### src/rtl/regfile_pkg.sv
// -----------------------------------------------------------------------------
// regfile_pkg
//   Shared constants for the register-file writeback path.
//   ADDR_W   : register address width (32 registers)
//   DATA_W   : register data width
//   ZERO_REG : index of the hardwired-zero register (writes to it are dropped)
//   NUM_REGS : number of architectural registers
//   GID_W    : width of the grant_id output (supports up to 8 requesters)
//   CNT_W    : width of the committed-write counter
// -----------------------------------------------------------------------------
package regfile_pkg;

    localparam int ADDR_W   = 5;
    localparam int DATA_W   = 32;
    localparam int ZERO_REG = 0;
    localparam int NUM_REGS = 32;
    localparam int GID_W    = 3;
    localparam int CNT_W    = 16;

    typedef logic [GID_W-1:0] gid_t;
    typedef logic [CNT_W-1:0] wr_count_t;

endpackage

### src/rtl/regfile_wb_arbiter_rr_arbiter.sv
// -----------------------------------------------------------------------------
// rr_arbiter
//   Combinational rotate-priority picker. The search starts at rr_ptr+1 and
//   wraps modulo N; the first requesting index wins.
//   Ports:
//     req       in   N      request vector
//     rr_ptr    in   3      index of the last winner
//     grant     out  N      one-hot grant (all zero when no request)
//     grant_idx out  3      encoded index of the winner (0 when no request)
//     any_grant out  1      at least one request is present
// -----------------------------------------------------------------------------
module rr_arbiter
    import regfile_pkg::*;
#(
    parameter int N = 3
) (
    input  logic [N-1:0]     req,
    input  logic [GID_W-1:0] rr_ptr,
    output logic [N-1:0]     grant,
    output logic [GID_W-1:0] grant_idx,
    output logic             any_grant
);

    int best_dist;
    int best_idx;

    // Distance of index i from the search start (rr_ptr+1), modulo N.
    // The requesting index with the smallest distance wins.
    always_comb begin
        best_dist = N;
        best_idx  = 0;
        for (int i = 0; i < N; i++) begin
            if (req[i] && (((i + 2 * N - int'(rr_ptr) - 1) % N) < best_dist)) begin
                best_dist = (i + 2 * N - int'(rr_ptr) - 1) % N;
                best_idx  = i;
            end
        end
    end

    assign any_grant = |req;
    assign grant_idx = any_grant ? GID_W'(best_idx) : '0;

    generate
        for (genvar gi = 0; gi < N; gi++) begin : g_grant
            assign grant[gi] = any_grant && (best_idx == gi);
        end
    endgenerate

endmodule

### src/rtl/regfile_wb_arbiter.sv
// -----------------------------------------------------------------------------
// regfile_wb_arbiter
//   Shares the single register-file write port among NREQ writeback sources
//   with round-robin arbitration and a valid/ready handshake per source. The
//   write port is driven from a registered output stage.
//   Ports:
//     clk        in   1            rising-edge clock
//     rst        in   1            asynchronous active-high reset
//     req_valid  in   NREQ         requester i has a write pending
//     req_addr   in   NREQ*ADDR_W  dest reg of requester i
//     req_data   in   NREQ*DATA_W  write data of requester i
//     req_ready  out  NREQ         one-hot accept
//     rf_hold    in   1            freeze the write port, pending write held
//     rf_we      out  1            register-file write enable
//     rf_waddr   out  ADDR_W       register-file write address
//     rf_wdata   out  DATA_W       register-file write data
//     grant_id   out  3            requester whose write is on the port
//     wr_count   out  16           committed writes, wraps at 2^16
// -----------------------------------------------------------------------------
module regfile_wb_arbiter
    import regfile_pkg::*;
#(
    parameter int NREQ   = 3,
    parameter int DATA_W = regfile_pkg::DATA_W,
    parameter int ADDR_W = regfile_pkg::ADDR_W
) (
    input  logic                     clk,
    input  logic                     rst,
    input  logic [NREQ-1:0]          req_valid,
    input  logic [NREQ*ADDR_W-1:0]   req_addr,
    input  logic [NREQ*DATA_W-1:0]   req_data,
    output logic [NREQ-1:0]          req_ready,
    input  logic                     rf_hold,
    output logic                     rf_we,
    output logic [ADDR_W-1:0]        rf_waddr,
    output logic [DATA_W-1:0]        rf_wdata,
    output logic [GID_W-1:0]         grant_id,
    output logic [CNT_W-1:0]         wr_count
);

    // Output stage and arbitration state
    logic              out_valid_reg;
    logic [ADDR_W-1:0] rf_waddr_reg;
    logic [DATA_W-1:0] rf_wdata_reg;
    gid_t              grant_id_reg;
    gid_t              rr_ptr_reg;
    wr_count_t         wr_count_reg;

    // Arbiter results
    logic [NREQ-1:0]   arb_grant;
    gid_t              arb_idx;
    logic              arb_any;

    logic              can_accept;
    logic              transfer;
    logic [ADDR_W-1:0] sel_addr;
    logic [DATA_W-1:0] sel_data;

    // Unpacked views of the flattened request buses
    logic [ADDR_W-1:0] addr_arr [NREQ];
    logic [DATA_W-1:0] data_arr [NREQ];

    generate
        for (genvar gi = 0; gi < NREQ; gi++) begin : g_unpack
            assign addr_arr[gi] = req_addr[gi*ADDR_W +: ADDR_W];
            assign data_arr[gi] = req_data[gi*DATA_W +: DATA_W];
        end
    endgenerate

    rr_arbiter #(
        .N (NREQ)
    ) u_rr_arbiter (
        .req       (req_valid),
        .rr_ptr    (rr_ptr_reg),
        .grant     (arb_grant),
        .grant_idx (arb_idx),
        .any_grant (arb_any)
    );

    // The stage can take a new write when it is empty or when it drains this
    // cycle (hold released). A held, occupied stage blocks all requesters.
    assign can_accept = ~out_valid_reg | ~rf_hold;
    assign transfer   = arb_any & can_accept;
    assign req_ready  = rst ? '0 : (arb_grant & {NREQ{can_accept}});

    // AND-OR mux over the one-hot grant avoids an index of mismatched width.
    always_comb begin
        sel_addr = '0;
        sel_data = '0;
        for (int i = 0; i < NREQ; i++) begin
            if (arb_grant[i]) begin
                sel_addr = sel_addr | addr_arr[i];
                sel_data = sel_data | data_arr[i];
            end
        end
    end

    always_ff @(posedge clk or posedge rst) begin
        if (rst) begin
            out_valid_reg <= 1'b0;
            rf_waddr_reg  <= '0;
            rf_wdata_reg  <= '0;
            grant_id_reg  <= '0;
            rr_ptr_reg    <= GID_W'(NREQ - 1);
            wr_count_reg  <= '0;
        end else begin
            if (transfer) begin
                out_valid_reg <= 1'b1;
                rf_waddr_reg  <= sel_addr;
                rf_wdata_reg  <= sel_data;
                grant_id_reg  <= arb_idx;
                rr_ptr_reg    <= arb_idx;
            end else if (!rf_hold) begin
                out_valid_reg <= 1'b0;
            end

            if (rf_we) begin
                wr_count_reg <= wr_count_reg + 1'b1;
            end
        end
    end

    // Writes to the zero register occupy the stage but never reach the file.
    assign rf_we    = out_valid_reg & ~rf_hold & (rf_waddr_reg != ADDR_W'(ZERO_REG));
    assign rf_waddr = rf_waddr_reg;
    assign rf_wdata = rf_wdata_reg;
    assign grant_id = grant_id_reg;
    assign wr_count = wr_count_reg;

endmodule

### config.mk
export PLATFORM = sky130hd
export DESIGN_NAME = regfile_wb_arbiter
export DESIGN_NICKNAME = d
export VERILOG_FILES = /design/src/rtl/regfile_pkg.sv /design/src/rtl/regfile_wb_arbiter_rr_arbiter.sv /design/src/rtl/regfile_wb_arbiter.sv
export SDC_FILE = /design/constraint.sdc
export NUM_CORES = 1
export LEC_CHECK = 0
export ABC_AREA = 1
export ABC_CLOCK_PERIOD_IN_PS = 12400
export CAP_MARGIN = 25
export CORE_ASPECT_RATIO = 1.75
export CORE_MARGIN = 1.5
export CORE_UTILIZATION = 43
export DETAILED_ROUTE_END_ITERATION = 8
export PLACE_DENSITY = 0.74
export SETUP_SLACK_MARGIN = 0.02
export SLEW_MARGIN = 5
export SYNTH_ARGS = -nofsm -noshare
export SYNTH_HDL_FRONTEND = slang
export SYNTH_SLANG_ARGS = --single-unit
### constraint.sdc
create_clock -name clk -period 12.4 [get_ports clk]
set_input_delay 1.86 -clock clk [delete_from_list [all_inputs] [get_ports clk]]
set_output_delay 1.86 -clock clk [all_outputs]
set_load 0.005 [all_outputs]
**After elaboration in Yosys (flattened, before gate mapping)**

Cells that the tools add are included.

- Register bits after elaboration: 60
- Latch bits: 0
- RAM bits: 0
- Bits in read-only memories: 0
- Input port bits: 117
- Output and inout bits: 60
- Word-level logic and storage cells: 56
- Memories kept: 0

- Add/subtract/negate cells: 7
- Multipliers: 0
- Divide/modulo/power cells: 3
- Order comparisons: 3
- Eq/ne operators: 3
- Shift operators: 0
- Muxes and demuxes: 14
- Bitwise logic cells: 11
- Reduce and logical (&&, ||, !) cells: 9

Operators by type and width:

| cell | number |
|---|---|
| $mux W32 | 5 |
| $mod A32 B3 Y32 const B | 3 |
| $sub A32 B2 Y32 const B | 3 |
| $lt A32 B32 Y1 | 2 |
| $or A32 B32 Y32 | 2 |
| $logic_not A32 Y1 | 1 |
| $lt A32 B3 Y1 const B | 1 |
| $add A16 B1 Y16 const B | 1 |
| $mux W5 | 3 |
| $or A5 B5 Y5 | 2 |
| $sub A3 B3 Y4 const A | 2 |
| $logic_and A1 B1 Y1 | 6 |
| $reduce_bool A5 Y1 | 1 |
| $sub A4 B3 Y5 const A | 1 |
| $mux W2 | 2 |
| $and A1 B1 Y1 | 3 |
| $and A3 B3 Y3 | 1 |
| $mux W1 | 3 |
| $mux W3 | 1 |
| $reduce_or A3 Y1 | 1 |
| $eq A2 B1 Y1 const B | 1 |
| $eq A2 B2 Y1 const B | 1 |
| $ne A2 B1 Y1 const B | 1 |
| $not A1 Y1 | 2 |
| $or A1 B1 Y1 | 1 |

**Longest topological paths before layout**

- Depth in word-level cells: 19
- Mapped depth: 63
- Depth with buffers taken out: 57

**Hierarchy**

Synthesis repeated with hierarchy kept, for this count alone.

- Cell total of the unflattened synthesis: 1068
- Area total of the unflattened synthesis: 7290.7 um^2

By module, submodules not included:

| module | times used | cells an instance | area an instance (um^2) | sequential area each (um^2) |
|---|---|---|---|---|
| rr_arbiter | 1 | 667 | 4008.8 | 0.0 |
| regfile_wb_arbiter | 1 | 401 | 3281.9 | 1452.6 |

**Worst setup path after synthesis**

OpenSTA, ideal clock, no wires.

- Path type: register to output
- Start point: register, netlist name grant_id[0]
- End point: output port req_ready[1]
- Arrival time: 7.445 ns
- Data required time: 10.540 ns
- Slack: 3.095 ns
- Cell stages (with the launch flop): 54
- Path buffers: 8
- Path through: dfrtp_1 > inv_2 > ha_1 > buf_4 > nand3_4 > ha_1 > clkbuf_1 > ha_1 > inv_1 > nand3_1 > nand2_1 > inv_1 > ha_1 > nor2_2 > nand3_1 > nand2_1 > inv_1 > nand2_1 > [... 18 more ...] > buf_2 > inv_1 > nand2_1 > clkbuf_1 > clkbuf_1 > nand2_1 > ha_1 > nand2_1 > nor2_1 > nand4_1 > nor2_1 > a2111oi_0 > nand3_1 > nand3_2 > buf_6 > buf_6 > nand3_1 > nor2_1

RTL lines:

| element | RTL line | source |
|---|---|---|
| to (decl) | regfile_wb_arbiter.sv:32 | `output logic [NREQ-1:0] req_ready,` |

==> results.cfg <==
[die]
start_util = 0.4417
die_h_um = 158.5
design.core.area_um2 = 13450
ios = 177
rows = 56
die_area_um2 = 14560
die_x_um = 91.86

[critical_path]
timing.rr.start = grant_id[0]
max_stage_delay_ns = 0.55
critPathSlowestCell = dfrtp_1
critPathMaxFanout = 29
start_kind = register
worst_ep_required_time_ns = 10.54
r2r-end = rf_waddr[0]
ff2ff_setup_slack_ns = 2.98
path_class = reg -> out
worstSetupEndpointType = primary output
critical_path_arrival_ns = 9.50
reg2reg_depth = 46
crit_top_cell = nand2_1

[global_routing]
grt_pass1_vias = 6133
grt_use_met2 = 0.4653
grt_max_degree = 55
grtUsageMet1 = 0.2814
grt_use_total = 0.2511
grt_pass1_wl_um = 29150
grt.overflow.total = 0
grt-busiest-layer = met2
use_met3 = 0.04871
antenna_found_initial = 0

[layout]
syn_to_final_growth_pct = 34.98
final_layout_size_suffix_gt1_frac = 0.04293
antenna_cells = 0
nets = 1218
largest_reg_flops = 32

[clock_network]
cts_buffers = 9
cts_root_buf = clkbuf_16
ctsHoldBuffers = 0
h-tree-depth = 3
clk_pin_slew_ns = 0.05
cts.sinks = 57
clk_path_buf_depth = 2
insertion_delay_ns = 0.33
cts_tree = done

[min_path]
min_to = rf_wdata[8]
hold_path.class = reg -> reg
min_path_cells = 2
hold_start = rf_wdata[8]

[synth]
synthTopCellsByCount = nand2_1 (273), nand3_1 (144), ha_1 (80), inv_1 (57), dfrtp_1 (56)
async_reset_ff_frac = 1.000
yosys_most_used_dff = dfrtp_1
yosys_warnings = 0
yosys.area.top_type = dfrtp_1
syn_area_per_cell_um2 = 6.729
synth_area_leaders = dfrtp_1 (24%), nand2_1 (17%), ha_1 (17%)
synth_nets = 1080
syn_area_um2 = 5942
synth_edf_count = 0
synthDominantCellAreaShare = 0.2358
synthCells = 883
synth.most_common_cell = nand2_1
ys_ff_latch = 57
synth_cell_types = 37
seq_area_frac_synth = 0.2403

[sta]
relSlewSlack = 0.3631
drv_slew = 0
max_slew.worst_pin.slew_ns = 0.9531
period_minus_slack_ns = 11.36
final.period_utilization = 0.9164
fin_setup_tns_ns = 0
fin_skew_ns = 0.006844
setup_violations = 0
fmax_mhz = 88.00
rsz0062_at_grt = no
final_hold_viol_count = 0

[routing]
dr_total_vias = 6410
dr.pass1.iters = 5
totalWireLength_um = 18170
wl_per_cell_um = 15.15
via_per_inst = 5.346
final_antenna_net_count = 0
drt_iter0_drc = 377
drc_errors = 0

[outcome]
status = finished clean

[placement]
post-dp-hpwl_um = 13570
routabilityCongestion = 0.8857
portBuffers = 175

[run]
max_cap_viol_count = 0
==> cells in the final DEF, fill, tap and decap left out, drive strengths merged <==
master,instances
and3b,1
ha,80
o221a,3
xnor2,5
mux2i,1
a31oi,3
nor3,7
nor2,35
a21oi,50
nor4,2
bufinv,1
nand2,278
clkdlybuf4s50,175
a21o,1
nand3b,1
inv,58
o21bai,1
a2111oi,2
dfstp,1
a211oi,5
o21ai,16
clkinv,3
dfrtp,56
nand4,53
or2,1
xor2,15
nand3,148
clkbuf,13
conb,1
buf,9
==> worst max path at each step <==
| stage | startpoint | slack, ns | end | depth (start not counted) |
|---|---|---|---|---|
| floorplan | grant_id[0] | 3.09 | req_ready[1] | 53 |
| global placement | grant_id[0] | 1.42 | req_ready[1] | 44 |
| detailed placement | grant_id[0] | 1.14 | req_ready[1] | 44 |
| CTS | grant_id[0] | 0.78 | req_ready[1] | 44 |
| global route | grant_id[0] | 0.02 | req_ready[1] | 44 |
| finish | grant_id[0] | 1.04 | req_ready[1] | 44 |
==> final cells by class <==
type,instances,area (um^2)
flip-flops and latches,57,1428
inverters,60,225.2
fillers,1291,5433
repair buffers,184,1819
clock buffers,13,280.3
well taps,174,217.7
multi-input cells,709,4015
clock inverters,2,35.03
==> stage by stage <==
stage / hold WS, ns / area [um^2] / cells / utilization / setup WS, ns
floorplan: 0.4647 / 5942 / 883 / - / 3.095
global placement: 0.4614 / 7702 / 1184 / 0.5725 / 1.418
detailed placement: 0.4641 / 7702 / 1184 / 0.5725 / 1.139
CTS: 0.4784 / 8018 / 1199 / 0.5960 / 0.7849
global route: 0.4923 / 8020 / 1199 / 0.5962 / 0.02076
finish: 0.4729 / 8020 / 1199 / 0.5962 / 1.036
==> repair_timing <==
action | 4_1_cts | 5_1_grt
gates resized for setup | 0 | 1
setup endpoints to repair | 0 | 3
setup buffers | 0 | 0
==> cell families after synthesis <==
group,share of synthesized area
compound gates,0.07623
xor+xnor,0.02948
fa+ha+maj,0.1685
buf+inv,0.08612
flops,0.2403
mux,0.001685
other cells,0.0006311
simple gates,0.3971
==> worst max-delay path: cells and delay by family, from the launching register on <==
kind | cells | cell delay (ns)
adders and majority gates | 6 | 1.97
AOI/OAI and AO/OA | 8 | 1.59
DFF | 1 | 0.55
and+or+nand+nor | 25 | 4.15
buffers and inverters | 5 | 0.88
==> routing by layer <==
layer | vias to the layer above | routed length, um | share of wire
met5 | - | 0 | 0
met1 | 2932 | 7045 | 0.39
met2 | 174 | 9659 | 0.53
li1 | 3274 | - | -
met4 | 0 | 445 | 0.024
met3 | 30 | 1019 | 0.056
Power is left out: the tool's default activity adds up to more than one toggle a clock period on the data nets, which glitch-free logic cannot reach.
